`src/rtl/flex_down_counter.sv`:
```
// -----------------------------------------------------------------------------
// flex_down_counter
//   Loadable down-counter / interval timer. A load captures a start value into
//   both the live count and a reload register. The counter then decrements on
//   count_enable and flags expiry when it passes through 1. In one-shot mode it
//   parks in DONE at zero. In periodic mode it reloads from the reload register
//   and keeps running.
//
// Ports
//   clk           system clock, rising edge
//   rst           synchronous active-high reset
//   clear         synchronous return to IDLE; the reload register is kept
//   load          load strobe, captures load_val on this edge
//   load_val      start / reload value
//   count_enable  decrement enable (only honoured in RUN)
//   auto_reload   1 = periodic, 0 = one-shot (sampled on the terminal edge)
//   count_out     current count (registered)
//   expired       one-cycle registered pulse after the terminal edge
//   busy          registered, high while in RUN
//   done          registered, high while in DONE
// -----------------------------------------------------------------------------
module flex_down_counter #(
    parameter int NUM_CNT_BITS = 16
) (
    input  logic                    clk,
    input  logic                    rst,
    input  logic                    clear,
    input  logic                    load,
    input  logic [NUM_CNT_BITS-1:0] load_val,
    input  logic                    count_enable,
    input  logic                    auto_reload,
    output logic [NUM_CNT_BITS-1:0] count_out,
    output logic                    expired,
    output logic                    busy,
    output logic                    done
);

    typedef enum logic [1:0] {
        ST_IDLE = 2'd0,
        ST_RUN  = 2'd1,
        ST_DONE = 2'd2
    } state_t;

    localparam logic [NUM_CNT_BITS-1:0] CNT_ZERO = {NUM_CNT_BITS{1'b0}};
    localparam logic [NUM_CNT_BITS-1:0] CNT_ONE  = {{(NUM_CNT_BITS-1){1'b0}}, 1'b1};

    state_t                  state_r;
    state_t                  next_state_s;
    logic [NUM_CNT_BITS-1:0] count_r;
    logic [NUM_CNT_BITS-1:0] next_count_s;
    logic [NUM_CNT_BITS-1:0] reload_r;
    logic [NUM_CNT_BITS-1:0] next_reload_s;
    logic                    expired_r;
    logic                    next_expired_s;
    logic                    busy_r;
    logic                    done_r;

    // Next-state decode; priority is clear > load > decrement.
    always_comb begin
        next_state_s   = state_r;
        next_count_s   = count_r;
        next_reload_s  = reload_r;
        next_expired_s = 1'b0;

        if (clear) begin
            next_state_s = ST_IDLE;
            next_count_s = CNT_ZERO;
        end else if (load) begin
            // A zero load would expire immediately; park in IDLE instead.
            next_reload_s = load_val;
            next_count_s  = load_val;
            if (load_val != CNT_ZERO) begin
                next_state_s = ST_RUN;
            end else begin
                next_state_s = ST_IDLE;
            end
        end else begin
            case (state_r)
                ST_RUN: begin
                    if (count_enable) begin
                        if (count_r > CNT_ONE) begin
                            next_count_s = count_r - CNT_ONE;
                        end else if (count_r == CNT_ONE) begin
                            // Terminal edge: the pulse appears the following cycle.
                            next_expired_s = 1'b1;
                            if (auto_reload) begin
                                next_count_s = reload_r;
                                next_state_s = ST_RUN;
                            end else begin
                                next_count_s = CNT_ZERO;
                                next_state_s = ST_DONE;
                            end
                        end else begin
                            // Zero in RUN is unreachable; hold rather than wrap.
                            next_count_s = count_r;
                        end
                    end else begin
                        next_count_s = count_r;
                    end
                end
                ST_IDLE: begin
                    next_state_s = ST_IDLE;
                end
                ST_DONE: begin
                    next_state_s = ST_DONE;
                end
                default: begin
                    next_state_s = ST_IDLE;
                    next_count_s = CNT_ZERO;
                end
            endcase
        end
    end

    // State, count, reload and status registers with synchronous reset.
    always_ff @(posedge clk) begin
        if (rst) begin
            state_r   <= ST_IDLE;
            count_r   <= CNT_ZERO;
            reload_r  <= CNT_ZERO;
            expired_r <= 1'b0;
            busy_r    <= 1'b0;
            done_r    <= 1'b0;
        end else begin
            state_r   <= next_state_s;
            count_r   <= next_count_s;
            reload_r  <= next_reload_s;
            expired_r <= next_expired_s;
            busy_r    <= (next_state_s == ST_RUN);
            done_r    <= (next_state_s == ST_DONE);
        end
    end

    assign count_out = count_r;
    assign expired   = expired_r;
    assign busy      = busy_r;
    assign done      = done_r;

endmodule

```
`config.mk`:
```
export PLATFORM = sky130hd
export DESIGN_NAME = flex_down_counter
export DESIGN_NICKNAME = d
export VERILOG_FILES = /design/src/rtl/flex_down_counter.sv
export SDC_FILE = /design/constraint.sdc
export NUM_CORES = 1
export LEC_CHECK = 0
export ABC_AREA = 1
export BUFFER_PORTS_ARGS = -buffer_cell sky130_fd_sc_hd__buf_2
export CAP_MARGIN = 40
export CORE_MARGIN = 2
export CORE_UTILIZATION = 56
export CTS_CLUSTER_SIZE = 8
export DETAILED_ROUTE_END_ITERATION = 10
export GPL_ROUTABILITY_DRIVEN = 1
export GPL_TIMING_DRIVEN = 0
export PLACE_DENSITY = 0.87
export SLEW_MARGIN = 0
export SYNTH_ARGS = -nofsm -noshare
export SYNTH_HDL_FRONTEND = slang
export SYNTH_SLANG_ARGS = --single-unit
```
`constraint.sdc`:
```
create_clock -name clk -period 2.1 [get_ports clk]
set_input_delay 0.315 -clock clk [delete_from_list [all_inputs] [get_ports clk]]
set_output_delay 0.315 -clock clk [all_outputs]
set_load 0.01 [all_outputs]
```
* Word level (Yosys, flattened, before mapping)
Cells that the tools add are included.
** Operators by class
- Add/sub/neg operators :: 1
- Order comparisons :: 1
- Equality and inequality tests :: 8
- Multiplexer cells :: 15
- Bitwise operators :: 3
- Reduce and logical (&&, ||, !) cells :: 7
** Operators with widths (number)
- 16-bit 2-to-1 mux :: 5
- 16-bit case mux with 2 select lines :: 1
- 16-bit by 1-bit == test with 1-bit output (second input constant) :: 1
- 16-bit by 1-bit > comparator with 1-bit output (second input constant) :: 1
- 16-bit nonzero test :: 1
- 16-bit by 1-bit subtractor with 16-bit output (second input constant) :: 1
- 2-bit 2-to-1 mux :: 6
- 6-bit OR reduction :: 1
- 2-bit by 1-bit == test with 1-bit output (second input constant) :: 2
- 2-bit == test (second input constant) :: 2
- 4-bit inequality test (second input constant) :: 1
- 2-bit case mux with 2 select lines :: 1
- 2-bit OR reduction :: 2
- 3-bit inequality test (second input constant) :: 1
- 1-bit NOT :: 3
- 3-bit AND reduction :: 1
- 2-bit logical NOT :: 1
- 1-bit 2-to-1 mux :: 2
- 2-bit by 1-bit inequality test with 1-bit output (second input constant) :: 1
- 2-bit AND reduction :: 1
** Storage, ports and cells
- Register bits :: 37
- Input port bits :: 22
- Output and inout port bits :: 19
- Logic and storage cells :: 41

* Depth between registers and ports, before layout
Gate-level depths: netlist (run 1).
- Word-level depth :: 8
- Depth in mapped cells :: 14
- Gate-level depth less buffers :: 13

* Worst setup path after synthesis (run 1)
No wires, ideal clock.
- Path type :: register to register
- Start :: register count_r[0] (netlist: count_out[0])
- End :: register count_r[12] (netlist: count_out[12])
- Library setup time :: 0.111 ns
- Arrival :: 1.551 ns
- Data required time :: 1.989 ns
- Path slack :: 0.438 ns
- Stages on the path, launching flop included :: 14
- Buffers on the path :: 1
- Clock period less this slack :: 1.662 ns
- Path through :: dfxtp_1 inv_1 ha_1 nand2_4 nor2_4 nand3_1 nand2_1 nand2_2 nand2_4 nand2_4 inv_4 buf_6 nor2_1 nor2_1
** Between the ends
- Word-level cells in the longest chain between the ends :: 5
- Elaborated cells on any way between the ends :: 9
- Those cells by class :: 1 x add/sub; 1 x order compare; 2 x eq/ne; 4 x mux; 1 x reduce/logical
** RTL lines
- start: declaration :: line 49 : logic [NUM_CNT_BITS-1:0] count_r;
- start signal: assignment :: line 126 : count_r <= next_count_s;
- 16-bit by 1-bit subtractor with 16-bit output or 16-bit by 1-bit > comparator with 1-bit output (tied branches) :: line 82, 81
- 16-bit 2-to-1 mux :: line 81 : if (count_r > CNT_ONE) begin
- 16-bit 2-to-1 mux :: line 80 : if (count_enable) begin
- 16-bit case mux with 2 select lines :: line 78 : case (state_r)
- 16-bit 2-to-1 mux :: line 68 : end else if (load) begin
Parallel ways exist; a longest one is shown, timed or not. The select of a mux whose other input is x is not followed.
A chain may end at the register's enable or synchronous reset.

* Final worst setup path (run 1)
- Start :: register count_r[0] (netlist: count_out[0])
- End :: register count_r[6] (netlist: count_out[6])
The elaborated chain is that of the path after synthesis.

==> key figures, run 1 <==
Status
  • Status: complete, no violations

Detailed routing
  • Drt wl/cell: 12.10 um
  • DR vias: 2578
  • TritonRoute pass-1 iters: 5
  • # DRC: 0
  • Post-Route WL: 6122 um
  • DR vias/cell: 5.095
  • Initial DRC count: 313
  • DRT antenna net count: 0

Synthesis
  • XOR/XNOR Fraction of Synth Area: 1.791%
  • Number of synthesized register bits: 37
  • Yosys warns: 0
  • Simple-gate portion of the synthesized area: 49.74%
  • Syn Area/Cell: 5.978 sq um
  • Syn nets: 436
  • Synth unique cells: 27
  • Synth Cell Area: 0.002445 sq mm
  • Seq/Total Area, Yosys: 30.30%
  • Largest family of logic cells by synthesized area: simple AND/OR/NAND/NOR gates
  • Synth Area in Adders: 2.559%
  • Mux cell area share after synthesis: 0%
  • Syn Inst Count: 409
  • Compound-Gate Fraction of Synth Area: 5.578%

Layout
  • Final #Nets: 481
  • Layout area overhead: 13.97%
  • Post-Layout Cell Count: 506
  • # diodes: 0
  • Util after Layout: 65.35%
  • Fraction of layout cells with a size suffix above 1: 13.66%
  • Fillers: 433

Global routing
  • Vias in the first global route: 2306
  • Global Route Usage Sum: 25.85%
  • Grt total ovfl: 0
  • First-pass GRT wire length: 10230 um
  • Largest net degree at the start of global routing: 11
  • Initial antenna violation count: 0

CTS
  • Clock Tree Buf Depth: 2
  • Sink Count: 37
  • Post-CTS setup buffer count: 0
  • TritonCTS clock tree: done
  • Clock root cell: clkbuf_8
  • Num CTS Buffers: 5
  • Clk_lat worst skew: 300 ps
  • Clock-pin slew on the worst setup and hold paths: 70 ps
  • Post-CTS Resized: 0
  • H-tree depth: 2
  • CTS Hold Bufs: 0

STA
  • Setup WS post-layout: 250.7 ps
  • Hold Fails Final Rpt: 0
  • Max-slew headroom: 67.26%
  • Fin crit period: 1849 ps
  • Final setup fails: 0
  • Setup TNS: 0 ps
  • Hold slack: 287.9 ps
  • Max Clock Freq: 0.5408 GHz
  • Worst Skew: 7.870 ps
  • Final Max Slew Viols: 0
  • RSZ-0062 raised after global routing: false
  • Crit share post-route: 88.06%
  • Slew @ Worst Pin: 491.1 ps

Placement
  • Placed insts: 499
  • Setup Slack @ Placement: 262.7 ps
  • Hpwl dp: 4809 um
  • PortBufs: 38
  • GP Congestion: 0.8819

Critical path
  • Critical path origin: count_out[0]$_SDFFE_PP0P_
  • R2R Setup Slk: 250 ps
  • CP required: 2290 ps
  • Worst-path maximum fanout: 10
  • Worst EP arrival: 2040 ps
  • Reg-to-reg startpoint: count_out[0]$_SDFFE_PP0P_
  • Startpoint types: register
  • Crit end category: register
  • WS Path Type: reg2reg

Floorplanning
  • Die height: 70.08 um
  • FP Rows: 24
  • Die X-Extent: 70.08 um
  • Die ar.: 0.004911 sq mm
  • Placeable Area: 0.004264 sq mm
  • Initial Utilization: 57.34%
  • I/O pins: 41

Power and ir drop
  • VDD IR max: 0.4255 mV
  • Static leakage: 1.416 nW
  • Power per cell area: 638.0 mW/mm^2

Worst hold path
  • Hold Crit Start: load_val[2]
  • Hold Crit Class: in2reg

Flow run
  • MaxCap Viol Count: 0
registers in the layout, summed over array words and instances, names as in the netlist:
signal,flops
reload_r,16
state_r,2
done,1
busy,1
count_out,16
expired,1
where the power goes:
group          total [mW]  internal [mW]  leakage, nW  switching (mW)
registers           0.759          0.732        0.302          0.0266
logic               0.513          0.183         1.07           0.330
clock network       0.506          0.260       0.0443           0.246
routing by layer:
layer	up-vias	global-route usage (%)	routed length, um
met5	-	0	0
met4	0	10.90	138
met2	106	39.79	2661
li1	1367	-	-
met1	1093	35.74	2886
met3	12	4.473	436
through the flow:
stage / total power [mW] / area [sq um]
4_1_cts: 1.778 / 2786
2_1_floorplan: 1.145 / 2445
3_5_place_dp: 1.278 / 2700
6_report: 1.778 / 2786
3_3_place_gp: 1.272 / 2700
5_1_grt: 1.872 / 2786
cells in the mapped netlist (all sizes together):
library cell / number / share of area [%]
o21ai: 4 / 0.82
inv: 39 / 6.1
ha: 5 / 2.6
a211oi: 4 / 1.2
clkbuf: 9 / 1.4
a21oi: 15 / 3.5
xor2: 4 / 1.4
xnor2: 1 / 0.36
nor3: 3 / 0.61
buf: 9 / 2.6
nand3b: 4 / 1.2
dfxtp: 37 / 30
nand3: 61 / 12
nor4: 1 / 0.26
nand4: 3 / 0.77
nand2: 141 / 23
nor2: 69 / 11
cell type report:
class                      instances  area [sq um]  share of cell area, %
buffer                            18         96.34                  3.458
clock buffer                       7         86.33                  3.098
tap                               52         65.06                  2.335
sequential                        37         740.7                  26.58
inverter                          39         148.9                  5.344
timing repair buffer              38         190.2                  6.825
multi-input combinational        315          1459                  52.36
worst max-delay path, cell delays in order, from the launching register on:
cell and delay, ps:
dfxtp_1 350, inv_1 90, ha_1 230, nand2_4 110
a21oi_4 300, buf_2 250, nand3_1 90, nand3_1 90
nand2_1 60, nor2_1 130, nor2_1 50
final timing paths:
path	to	depth (start not counted)
worst min register to register	reload_r[2]$_SDFFE_PP0P_	2
worst max-delay path	count_out[6]$_SDFFE_PP0P_	10
worst max register to register	count_out[6]$_SDFFE_PP0P_	10
worst min-delay path	reload_r[2]$_SDFFE_PP0P_	3
logic make-up after synthesis:
family	count (synthesis)
AND/OR/NAND/NOR	282
buffers and inverters	57
flip-flops	37
AO/OA/AOI/OAI	23
XOR/XNOR	5
adder cells (fa/ha/maj)	5
cell usage in the layout, fill, tap and decap left out, types with 2 or more instances in the layout:
| cell | count |
|---|---|
| ha_1 | 5 |
| nor3_1 | 3 |
| buf_1 | 3 |
| nor2_4 | 2 |
| clkbuf_8 | 6 |
| clkbuf_1 | 10 |
| dfxtp_1 | 37 |
| a21oi_1 | 14 |
| nand2_1 | 135 |
| buf_2 | 40 |
| nand3_1 | 61 |
| nand4_1 | 3 |
| a211oi_1 | 4 |
| inv_1 | 37 |
| nand3b_1 | 4 |
| buf_6 | 3 |
| o21ai_0 | 4 |
| nor2_1 | 66 |
| nand2_2 | 2 |
| nand2_4 | 4 |
| xor2_1 | 4 |
Note: power is estimated with default switching activity, not from simulation.
==> run 2, diff against run 1 <==
--- a/config.mk
+++ b/config.mk
@@ -14,6 +14,7 @@
 export DETAILED_ROUTE_END_ITERATION = 10
 export GPL_ROUTABILITY_DRIVEN = 1
 export GPL_TIMING_DRIVEN = 0
+export MAX_ROUTING_LAYER = met4
 export PLACE_DENSITY = 0.87
 export SLEW_MARGIN = 0
 export SYNTH_ARGS = -nofsm -noshare
==> run 2 against run 1 <==
- critical path depth stayed put
- power rose by 2.5%
- worst setup slack worse by 7.7 ps
- critical endpoint unchanged
- highest routed layer unchanged
==> key figures, run 2 (same netlist as run 1, synthesis figures left out) <==
Status
  • Status: complete, no violations

CTS
  • TritonCTS clock tree: done
  • Post-CTS setup buffer count: 0
  • CTS Hold Bufs: 0
  • Clk_lat worst skew: 290 ps
  • Post-CTS Resized: 0
  • Clock root cell: clkbuf_8
  • Clock Tree Buf Depth: 2
  • H-tree depth: 2
  • Clock-pin slew on the worst setup and hold paths: 70 ps
  • Sink Count: 37
  • Num CTS Buffers: 5

Floorplanning
  • FP Rows: 24
  • Placeable Area: 0.004264 sq mm
  • Die height: 70.08 um
  • Die X-Extent: 70.08 um
  • I/O pins: 41
  • Initial Utilization: 57.34%
  • Die ar.: 0.004911 sq mm

STA
  • Setup TNS: 0 ps
  • Max Clock Freq: 0.5385 GHz
  • Final setup fails: 0
  • Crit share post-route: 88.43%
  • Fin crit period: 1857 ps
  • Slew @ Worst Pin: 475.7 ps
  • Max-slew headroom: 68.28%
  • Final Max Slew Viols: 0
  • Hold slack: 293.7 ps
  • Hold Fails Final Rpt: 0
  • Worst Skew: 4.854 ps
  • RSZ-0062 raised after global routing: false

Detailed routing
  • Wl on met1: 2834 um
  • Met3 Wirelength: 355 um
  • DR vias/cell: 5.103
  • Drt wl/cell: 12.08 um
  • TritonRoute pass-1 iters: 4
  • Post-Route WL: 6125 um
  • Met2 Routed Length: 2772 um
  • Initial DRC count: 171
  • # DRC: 0
  • DR vias: 2587
  • DRT antenna net count: 0
  • Highest Signal Layer: met4

Layout
  • Most frequent cells in the layout: 135 x nand2_1, 66 x nor2_1, 61 x nand3_1
  • Post-Layout Cell Count: 507
  • Commonest non-fill, non-tap cell in the layout: nand2_1
  • Layout area overhead: 14.59%
  • Fillers: 416
  • Final #Nets: 481
  • Util after Layout: 65.70%
  • Fraction of layout cells with a size suffix above 1: 14.07%
  • FF+latch area: 740.7 sq um
  • Multi-input logic area: 0.001459 sq mm
  • # diodes: 0

Power and ir drop
  • P_sw: 0.6110 mW
  • Switch share: 33.53%
  • Power per cell area: 650.5 mW/mm^2
  • Internal power: 1.211 mW
  • VDD IR max: 0.4665 mV
  • Combinational share of power: 28.3%
  • Reg power frac: 41.6%
  • Clk pwr share: 30.1%
  • Static leakage: 1.426 nW

Critical path
  • R2R Setup Slk: 240 ps
  • Crit end category: register
  • Delay of the slowest critical-path stage: 320 ps
  • Worst-path maximum fanout: 10
  • RR Endpoint: count_out[6]$_SDFFE_PP0P_
  • CP Depth: 10
  • Startpoint types: register
  • Crit-path leading delay family: simple AND/OR/NAND/NOR gates
  • Slowest cell on the critical path: dfxtp_1
  • Reg-to-reg startpoint: count_out[1]$_SDFFE_PP0P_
  • CP required: 2290 ps
  • Worst EP arrival: 2040 ps
  • WS Path Type: reg2reg
  • R2R depth: 10
  • Worst Path Buf+Inv: 2
  • Worst path cell trace: inv_1 -> ha_1 -> nand2_4 -> a21oi_4 -> buf_2 -> nand3_1 -> nand3_1 -> nand2_1 -> nor2_1 -> nor2_1

Worst hold path
  • WHS Endpoint: reload_r[14]$_SDFFE_PP0P_
  • Hold path depth: 3
  • Hold Crit Class: in2reg
  • Hold Crit Start: load_val[14]

Global routing
  • Global Route Usage Sum: 26.85%
  • Grt total ovfl: 0
  • Initial antenna violation count: 0
  • First-pass GRT wire length: 10280 um
  • Vias in the first global route: 2315
  • Largest net degree at the start of global routing: 12

Placement
  • Hpwl dp: 4775 um
  • Placed insts: 499
  • GP Congestion: 0.8965
  • PortBufs: 38

Flow run
  • MaxCap Viol Count: 0
## run 2: changes by cell type in the layout (fill, tap and decap cells not counted)
cell and change:
clkinv_2 +1, clkbuf_1 -1, clkbuf_8 +1
## run 2: per-layer routing
metal  vias to the layer above  GRT usage (%)
met3                        16          3.896
met5                         -              -
li1                       1373              -
met1                      1119          36.29
met4                         0          10.68
met2                        79          40.63
## run 2: cell type report
| type | instances | share of cell area, % |
|---|---|---|
| multi-input cells | 315 | 52.08 |
| flip-flops and latches | 37 | 26.44 |
| repair buffers | 38 | 6.789 |
| inverters | 39 | 5.315 |
| clock buffers | 7 | 3.439 |
| plain buffers | 18 | 3.439 |
| well taps | 52 | 2.322 |
| clock inverters | 1 | 0.1787 |
## run 2: per-stage QoR
| step | setup slack (ps) | cell area (sq um) | power [mW] |
|---|---|---|---|
| floorplan | 437.6 | 2445 | 1.145 |
| global placement | 277.5 | 2700 | 1.272 |
| detailed placement | 259.5 | 2700 | 1.279 |
| CTS | 241.0 | 2801 | 1.820 |
| global route | 81.44 | 2801 | 1.929 |
| finish | 243.0 | 2801 | 1.822 |
## run 2: power by group through the flow
stage          clock, mW  combinational [mW]  sequential (mW)
2_1_floorplan          0               0.370            0.775
3_3_place_gp           0               0.499            0.773
3_5_place_dp           0               0.505            0.774
4_1_cts            0.553               0.509            0.758
5_1_grt            0.586               0.580            0.763
6_report           0.549               0.515            0.759
## run 2: tightest hold or removal path, cell delays in order
cell,delay (ps)
buf_2,110
nand2_1,60
a21oi_1,50
## run 2: how the worst max path moves through the flow
stage / start / end / slack (ps)
2_1_floorplan: count_out[0]$_SDFFE_PP0P_ / count_out[12]$_SDFFE_PP0P_ / 440
3_3_place_gp: count_out[0]$_SDFFE_PP0P_ / count_out[14]$_SDFFE_PP0P_ / 280
3_5_place_dp: count_out[0]$_SDFFE_PP0P_ / count_out[14]$_SDFFE_PP0P_ / 260
4_1_cts: count_out[0]$_SDFFE_PP0P_ / count_out[14]$_SDFFE_PP0P_ / 240
5_1_grt: count_out[1]$_SDFFE_PP0P_ / count_out[6]$_SDFFE_PP0P_ / 80
6_report: count_out[1]$_SDFFE_PP0P_ / count_out[6]$_SDFFE_PP0P_ / 240
